==> src/rtl/sram_mem_arbiter.sv <==
// Arbitrates the 16-bit board SRAM between instruction fetch and MEM-stage data accesses.
// Each 32-bit word is moved as a low half then a high half, each held for WAIT_STATES cycles.
module sram_mem_arbiter #(
  parameter int ADDR_W      = 18,
  parameter int WAIT_STATES = 2,
  parameter int DATA_BASE   = 1024
) (
  input  logic              clk,
  input  logic              rst_n,
  input  logic              if_req,
  input  logic [31:0]       if_addr,
  output logic [31:0]       if_rdata,
  output logic              if_ready,
  input  logic              mem_rd,
  input  logic              mem_wr,
  input  logic [31:0]       mem_addr,
  input  logic [31:0]       mem_wdata,
  output logic [31:0]       mem_rdata,
  output logic              mem_ready,
  output logic [ADDR_W-1:0] sram_addr,
  input  logic [15:0]       sram_dq_in,
  output logic [15:0]       sram_dq_out,
  output logic              sram_dq_oe,
  output logic              sram_we_n
);

  typedef enum logic [1:0] {IDLE, LO, HI, DONE} state_t;

  localparam logic [2:0] LAST_CNT = 3'(WAIT_STATES - 1);

  state_t            state_q, state_d;
  logic [2:0]        cnt_q, cnt_d;
  logic              owner_mem_q, owner_mem_d;
  logic              wr_q, wr_d;
  logic [ADDR_W-2:0] base_q, base_d;
  logic [31:0]       wdata_q, wdata_d;
  logic [31:0]       if_rdata_q, if_rdata_d;
  logic [31:0]       mem_rdata_q, mem_rdata_d;

  logic [31:0] data_eff;
  logic        mem_req;
  logic        last_cycle;

  assign data_eff   = mem_addr - 32'(DATA_BASE);
  assign mem_req    = mem_rd | mem_wr;
  assign last_cycle = (cnt_q == LAST_CNT);

  // Byte-lane and upper address bits outside the SRAM window are intentionally ignored.
  logic unused_addr_bits;
  assign unused_addr_bits = ^{if_addr[31:ADDR_W+1], if_addr[1:0],
                              data_eff[31:ADDR_W+1], data_eff[1:0]};

  always_ff @(posedge clk or negedge rst_n) begin
    if (!rst_n) begin
      state_q     <= IDLE;
      cnt_q       <= 3'd0;
      owner_mem_q <= 1'b0;
      wr_q        <= 1'b0;
      base_q      <= '0;
      wdata_q     <= 32'd0;
      if_rdata_q  <= 32'd0;
      mem_rdata_q <= 32'd0;
    end else begin
      state_q     <= state_d;
      cnt_q       <= cnt_d;
      owner_mem_q <= owner_mem_d;
      wr_q        <= wr_d;
      base_q      <= base_d;
      wdata_q     <= wdata_d;
      if_rdata_q  <= if_rdata_d;
      mem_rdata_q <= mem_rdata_d;
    end
  end

  always_comb begin
    state_d     = state_q;
    cnt_d       = cnt_q;
    owner_mem_d = owner_mem_q;
    wr_d        = wr_q;
    base_d      = base_q;
    wdata_d     = wdata_q;
    if_rdata_d  = if_rdata_q;
    mem_rdata_d = mem_rdata_q;
    if_ready    = 1'b0;
    mem_ready   = 1'b0;
    sram_addr   = '0;
    sram_dq_out = 16'd0;
    sram_dq_oe  = 1'b0;
    sram_we_n   = 1'b1;

    case (state_q)
      IDLE: begin
        cnt_d = 3'd0;
        // Data port wins; a simultaneous rd+wr is a write.
        if (mem_req) begin
          owner_mem_d = 1'b1;
          wr_d        = mem_wr;
          base_d      = data_eff[ADDR_W:2];
          wdata_d     = mem_wdata;
          state_d     = LO;
        end else if (if_req) begin
          owner_mem_d = 1'b0;
          wr_d        = 1'b0;
          base_d      = if_addr[ADDR_W:2];
          state_d     = LO;
        end
      end

      LO: begin
        sram_addr = {base_q, 1'b0};
        if (wr_q) begin
          sram_dq_out = wdata_q[15:0];
          sram_dq_oe  = 1'b1;
          sram_we_n   = 1'b0;
        end
        if (last_cycle) begin
          cnt_d   = 3'd0;
          state_d = HI;
          if (!wr_q) begin
            if (owner_mem_q) mem_rdata_d = {mem_rdata_q[31:16], sram_dq_in};
            else             if_rdata_d  = {if_rdata_q[31:16], sram_dq_in};
          end
        end else begin
          cnt_d = cnt_q + 3'd1;
        end
      end

      HI: begin
        sram_addr = {base_q, 1'b1};
        if (wr_q) begin
          sram_dq_out = wdata_q[31:16];
          sram_dq_oe  = 1'b1;
          sram_we_n   = 1'b0;
        end
        if (last_cycle) begin
          cnt_d   = 3'd0;
          state_d = DONE;
          if (!wr_q) begin
            if (owner_mem_q) mem_rdata_d = {sram_dq_in, mem_rdata_q[15:0]};
            else             if_rdata_d  = {sram_dq_in, if_rdata_q[15:0]};
          end
        end else begin
          cnt_d = cnt_q + 3'd1;
        end
      end

      DONE: begin
        if_ready  = ~owner_mem_q;
        mem_ready = owner_mem_q;
        state_d   = IDLE;
      end

      default: state_d = IDLE;
    endcase
  end

  assign if_rdata  = if_rdata_q;
  assign mem_rdata = mem_rdata_q;

endmodule

==> config.mk <==
export PLATFORM = sky130hd
export DESIGN_NAME = sram_mem_arbiter
export DESIGN_NICKNAME = d
export VERILOG_FILES = /design/src/rtl/sram_mem_arbiter.sv
export SDC_FILE = /design/constraint.sdc
export NUM_CORES = 1
export LEC_CHECK = 0
export ABC_AREA = 0
export BUFFER_PORTS_ARGS = -buffer_cell sky130_fd_sc_hd__buf_2
export CELL_PAD_IN_SITES_DETAIL_PLACEMENT = 1
export CELL_PAD_IN_SITES_GLOBAL_PLACEMENT = 1
export CORE_UTILIZATION = 34
export CTS_CLUSTER_DIAMETER = 50
export DETAILED_ROUTE_END_ITERATION = 6
export PLACE_DENSITY_LB_ADDON = 0.15
export SYNTH_ARGS = -nofsm -noshare
export SYNTH_HDL_FRONTEND = slang
export SYNTH_SLANG_ARGS = --single-unit
==> constraint.sdc <==
create_clock -name clk -period 2.1 [get_ports clk]
set_clock_uncertainty 0.05 [all_clocks]
set_input_delay 0.42 -clock clk [delete_from_list [all_inputs] [get_ports clk]]
set_output_delay 0.42 -clock clk [all_outputs]
set_load 0.02 [all_outputs]
==> results of run 1 <==
through the flow:
step | TNS (ps) | total power [W] | instance area (sq um) | cells
2_1_floorplan | 0 | 0.00746 | 5690 | 439
6_report | -4030 | 0.0132 | 8020 | 881
3_3_place_gp | 0 | 0.00913 | 6960 | 837
4_1_cts | -4030 | 0.0133 | 7990 | 879
3_5_place_dp | 0 | 0.00931 | 6960 | 837
5_1_grt | -7900 | 0.0141 | 8020 | 881
critical path, cell delays in order (launching register included):
cell	delay, ps
dfrtp_1	390
inv_2	100
ha_4	290
inv_4	40
nor2_4	150
buf_6	170
and2_4	150
buf_6	110
power groups by stage:
stage / logic (W) / registers, W / clock network, W
CTS: 0.00626 / 0.00398 / 0.00306
global placement: 0.00525 / 0.00389 / 0
global route: 0.00681 / 0.00411 / 0.00317
finish: 0.00627 / 0.00397 / 0.00298
detailed placement: 0.00535 / 0.00396 / 0
floorplan: 0.00298 / 0.00448 / 0
registers in the layout (all words and copies together), names as in the netlist:
register and flops:
if_rdata 32, mem_rdata 32, wdata_q 32, base_q 17, cnt_q 3, state_q 2
owner_mem_q 1, wr_q 1
placed cells by master, fill, tap and decap left out, types with 17 or more instances in the layout:
master and instances:
nand2_1 22, and2_1 17, nor2b_1 17, and2_4 17, buf_2 153, mux2_2 40, buf_4 30, mux2_4 40
clkbuf_16 17, buf_6 24, dfrtp_1 120
area by class of cell:
| class | count | area [sq um] | share of cell area (%) |
|---|---|---|---|
| Clock buffer | 18 | 439 | 5.48 |
| Clock inverter | 14 | 174 | 2.17 |
| Inverter | 9 | 36.3 | 0.453 |
| Multi-Input combinational cell | 289 | 2680 | 33.5 |
| Sequential cell | 120 | 3000 | 37.5 |
| Tap cell | 216 | 270 | 3.37 |
| Timing Repair Buffer | 215 | 1410 | 17.6 |
metal layers:
layer / up-vias / routed length [microns]
li1: 1949 / -
met1: 2077 / 6240
met2: 120 / 7300
met3: 15 / 913
met4: 0 / 170
met5: - / 0
Yosys cell counts, types with 2 or more instances:
cell type and n:
a21oi_1 5, a22o_1 2, a22oi_1 19, and2_1 34, buf_2 7, buf_6 4
clkbuf_1 10, dfrtp_1 120, ha_1 8, inv_1 9, mux2_1 16, mux2_2 40
mux2_4 40, mux2i_1 10, nand2_1 22, nand2_4 2, nand3_1 2, nand3_4 2
nor2_1 28, nor2b_1 17, nor3b_1 2, o21ai_0 8, o21ai_1 10, xnor2_1 4
xor2_1 2
worst max-delay path by stage:
stage                    end  slack, ps  cells after the start
3_3_place_gp   sram_addr[11]        130                      7
4_1_cts        sram_addr[15]       -180                      7
5_1_grt         sram_addr[7]       -290                      7
3_5_place_dp    sram_addr[8]         70                      7
2_1_floorplan  sram_addr[12]         50                      6
6_report        sram_addr[7]       -170                      7
cell families after synthesis:
| logic type | synth area share (%) |
|---|---|
| AOI/OAI and AO/OA | 5.42 |
| xor gates and xnor gates | 0.929 |
| adders and majority gates | 1.77 |
| buffers and inverters | 2.68 |
| DFF | 53.1 |
| muxes | 23.5 |
| and+or+nand+nor | 12.6 |
repair_timing:
item                                   4_1_cts  5_1_grt
resized for setup                          101        7
gates cloned                                 2        0
endpoints found under the hold margin       30        0
hold buffers                                 1        0
pin swaps                                   12        5
setup endpoints to repair                   36       37
setup buffers                                7        2
==> metrics.md, run 1 <==
| Metric | Value |
|---|---|
| Post-route ant nets | 0 |
| Gpl congestion | 0.722 |
| Switch Pwr | about 0.005 W |
| Post-DP HPWL | just under 10,000 microns |
| Synth unique cells | 41 |
| Reg2reg setup slack | 250 ps |
| Ports | around 220 |
| Total clock buffers created by CTS | 17 |
| Overflow after GRT | 0 |
| Largest cells by area after synthesis | dfrtp_1, mux2_4, mux2_2, and2_1, mux2_1 |
| Global-route wire length before repair | about 23,000 microns |
| Max-slew headroom | roughly two thirds |
| CTS tree | built |
| Met1 Use GR | between 20% and 30% |
| Final setup violating endpoints | 35 |
| Syn avg cell area | 12.9 sq um |
| Synth warn | 0 |
| Period Utilization, post-route | 108% |
| WL final | 14,600 microns |
| Clk Latency, worst-skew pair | 410 ps |
| Max Cap Violations | 0 |
| Hold Crit Start | mem_wdata[30] |
| Synthesized cell area | 5660 sq um |
| Clock buffer depth | 2 |
| Max-slew violation count | 0 |
| Global Route met3 Usage | under 10% |
| Sw Share | 37.2% |
| Mapped Cells | around 440 |
| # DRC | 0 |
| Core area | 16,100 sq um |
| Die extent in y | 131 microns |
| Power Internal | 0.00831 W |
| Initial Utilization | 35.2% |
| Share of layout cells above drive strength 1 | approximately 58% |
| Setup ws final | -174 ps |
| Layout area overhead | 41.7% |
| Min Tclk post-route | 2270 ps |
| Highest Clock Rate | 440 MHz |
| Worst Hold Depth | 2 |
| Met2 usage | 30.2% |
| Crit path DAT | 1800 ps |
| Crit Reg-Reg Startpoint | state_q[0]$_DFFE_PN0P_ |
| Fillers | 1,723 |
| Antenna violations before repair | 0 |
| Post-synth top area cell | dfrtp_1 |
| Min-delay worst type | input pin to flip-flop |
| Gr usage total | 18.0% |
| Startpoint type of the worst setup path | flip-flop |
| Comb pwr share | 47.4% |
| Final hold violations | 0 |
| RSZ-0062 raised after global routing | yes |
| Row cnt | 46 |
| Clock root buffer | clkbuf_16 |
| Maximum level of the CTS H-tree | 4 |
| Static leakage | 4.02 nW |
| Worst Path Required | 1630 ps |
| PortBufs | 188 |
| CP Capture Type | primary output |
| Starting DRT DRC Count | 89 |
| Initial DRT Pass Iterations | 4 |
| Post-synth EDFFs | 0 |
| Register bit total from synthesis | 120 |
| Grt peak-use layer | met2 |
| Least-Margin Pin Slew | 470 ps |
| Die Area | 17,200 sq um |
| CP max FO | 8 |
| Kind of critical path | flip-flop to primary output |
| Vias per std cell | 4.72 |
| VDD IR max | ~0.00066 V |
| Vias in the first global route | 4,389 |
| Largest net degree at the start of global routing | 46 |
| Crit path from | state_q[0]$_DFFE_PN0P_ |
| Hold path endpoint | wdata_q[30]$_DFFE_PN0P_ |
| Clock-pin slew on the worst setup and hold paths | 60 ps |
| Clock power share | 22.6% |
| Sequential cell area fraction in the yosys report | 53.1% |
| Yosys top cell area share | 53.1% |
| Critical R2R Capture | mem_rdata[18]$_DFFE_PN0P_ |
| Number of diodes | 0 |
| Die Width | about 130 microns |
| Vias | 4,161 |
| Status | complete, but fails checks |
| Fin nets | 777 |
| Failing checks | negative setup slack |
| Net Count, Synth | 564 |
| CTS Sinks | 120 |
| Reg2reg path depth | 5 |
| Worst hold slack | around 170 ps |
| Post-DR wirelength/cell | 16.6 microns |
| Async SR Flop Fraction | 100% |
| Finished Core Util | 49.9% |
| Worst slack, placed | 73.4 ps |
| Pwr per Cell Area | 1650 nW/um^2 |
| Main synth FF type | dfrtp_1 |
| Sequential power share | about 30% |
No activity file was read; power rests on OpenSTA's default activity.
==> run 2: changes to the inputs <==
- MAX_ROUTING_LAYER: not set -> met4
==> run 2 against run 1 <==
Compared with the run above: the run still ends with negative setup slack left; clock power hardly changed; setup slack worse by 6.7 ps; first-iteration DRC count is 29% higher; clock-buffer cell count unchanged; die area stayed put; combinational power about the same; maximum frequency decreased by 0.30%; critical path depth did not move; core utilization stayed put; via count is 0.53% higher; non-clock buffer count is the same; register-to-register slack about the same; critical endpoint unchanged.
==> metrics.md, run 2 (synthesis gave the netlist of run 1 again) <==
| Metric | Value |
|---|---|
| Startpoint type of the worst setup path | flip-flop |
| Global-route wire length before repair | 23,100 microns |
| VDD IR max | 0.000658 V |
| Clock buffer depth | 2 |
| Fin nets | 777 |
| Antenna violations before repair | 0 |
| Gpl congestion | 0.731 |
| Setup TNS | -4210 ps |
| # DRC | 0 |
| Min Tclk post-route | 2280 ps |
| Min-delay worst type | input pin to flip-flop |
| Total clock buffers created by CTS | 17 |
| Period Utilization, post-route | 109% |
| Worst hold slack | 170 ps |
| Comb pwr share | 47.4% |
| Clk Latency, worst-skew pair | 410 ps |
| Ports | 219 |
| Vias | 4,183 |
| Share of layout cells above drive strength 1 | 57.9% |
| Clock root buffer | clkbuf_16 |
| Max-slew headroom | 68.6% |
| Crit path DAT | 1810 ps |
| Status | complete, but fails checks |
| RSZ-0062 raised after global routing | yes |
| Static leakage | 4.02 nW |
| CTS tree | built |
| Fillers | between 1,500 and 2,000 |
| Post-DR wirelength/cell | 16.6 microns |
| Most frequent cells in the layout | buf_2, dfrtp_1, mux2_4, mux2_2, buf_4 |
| Max Cap Violations | 0 |
| Finished Core Util | 49.9% |
| Starting DRT DRC Count | 115 |
| Row cnt | 46 |
| Reg2reg setup slack | 250 ps |
| Power Internal | 0.00831 W |
| Vias per std cell | 4.75 |
| Post-DP HPWL | around 10000 microns |
| Overflow after GRT | 0 |
| Sequential power share | 30.0% |
| Post-route ant nets | 0 |
| Worst Path Required | 1630 ps |
| Largest net degree at the start of global routing | 46 |
| Number of diodes | 0 |
| Clock-pin slew on the worst setup and hold paths | 60 ps |
| Switch Pwr | 0.00493 W |
| PortBufs | approximately 190 |
| Die Area | about 17,000 sq um |
| CP Capture Type | primary output |
| Maximum level of the CTS H-tree | 4 |
| Tot Pwr | around 0.013 W |
| Vias in the first global route | approximately 4,400 |
| CTS Sinks | 120 |
| Initial Utilization | a little over a third |
| Kind of critical path | flip-flop to primary output |
| CP max FO | 8 |
| Gr usage total | between 10% and 20% |
| Final hold violations | 0 |
| WL final | 14,700 microns |
| Die Width | 131 microns |
| Least-Margin Pin Slew | around 470 ps |
| Max-slew violation count | 0 |
| Initial DRT Pass Iterations | 4 |
| Layout area overhead | 41.7% |
| Final setup violating endpoints | 35 |
| Setup ws final | -180 ps |
| Failing checks | negative setup slack |
| Die extent in y | 131 microns |
| Clock power share | 22.6% |
| Sw Share | 37.2% |
| Core area | 16,100 sq um |
| Pwr per Cell Area | 1650 nW/um^2 |
| Highest Clock Rate | 439 MHz |
| Most common library cell in the layout ignoring fill and taps | buf_2 |
## run 2: cell counts in the layout (fill, tap and decap cells not counted)
No cell type changed its count.
## run 2: critical path: stages, from the launching register on
cell and delay [ps]:
dfrtp_1 390, inv_2 100, ha_4 290, inv_4 40, nor2_4 150, buf_6 170
and2_4 150, buf_6 110
## run 2: timing repair
action / in CTS / in global routing
gates resized for setup: 101 / 7
endpoints found under the hold margin: 30 / 0
cloned: 2 / 0
pin swaps: 12 / 5
hold buffers: 1 / 0
buffers inserted: 7 / 2
setup endpoints to repair: 36 / 37
## run 2: cell type report
type | instances | area, sq um | share of cell area (%)
inverters | 9 | 36.3 | 0.453
repair buffers | 215 | 1410 | 17.6
well taps | 216 | 270 | 3.37
flip-flops and latches | 120 | 3000 | 37.5
multi-input cells | 289 | 2680 | 33.5
clock inverters | 14 | 174 | 2.17
clock buffers | 18 | 439 | 5.48
## run 2: final timing paths
path                                            from                        end  depth (start not counted)
setup / recovery              state_q[0]$_DFFE_PN0P_               sram_addr[7]                          7
hold / removal                         mem_wdata[30]    wdata_q[30]$_DFFE_PN0P_                          2
setup reg to reg              state_q[0]$_DFFE_PN0P_  mem_rdata[18]$_DFFE_PN0P_                          5
hold reg to reg            mem_rdata[31]$_DFFE_PN0P_  mem_rdata[31]$_DFFE_PN0P_                          1
max in group asynchronous                      rst_n    wdata_q[11]$_DFFE_PN0P_                          3
min in group asynchronous                      rst_n    if_rdata[1]$_DFFE_PN0P_                          2
## run 2: power groups by stage
stage               logic, W  registers, W  clock network (W)
global route         0.00681       0.00411            0.00317
detailed placement   0.00535       0.00396                  0
global placement     0.00525       0.00389                  0
finish               0.00628       0.00397            0.00299
CTS                  0.00626       0.00398            0.00306
floorplan            0.00298       0.00448                  0
## run 2: layer usage
metal  GRT usage [%]  vias to the layer above  wire length (microns)
li1                -                     1945                      -
met1            22.5                     2100                   6340
met2            30.3                      125                   7340
met3            4.72                       13                    835
met4            5.88                        0                    144
met5               -                        -                      0
## run 2: per-stage QoR
stage                     instance area, sq um  std cells  setup WS [ps]
after global routing                      8020        881           -289
after floorplan                           5690        439           46.4
after detailed placement                  6960        837           73.4
after CTS                                 7990        879           -176
final                                     8020        881           -180
after global placement                    6960        837            130
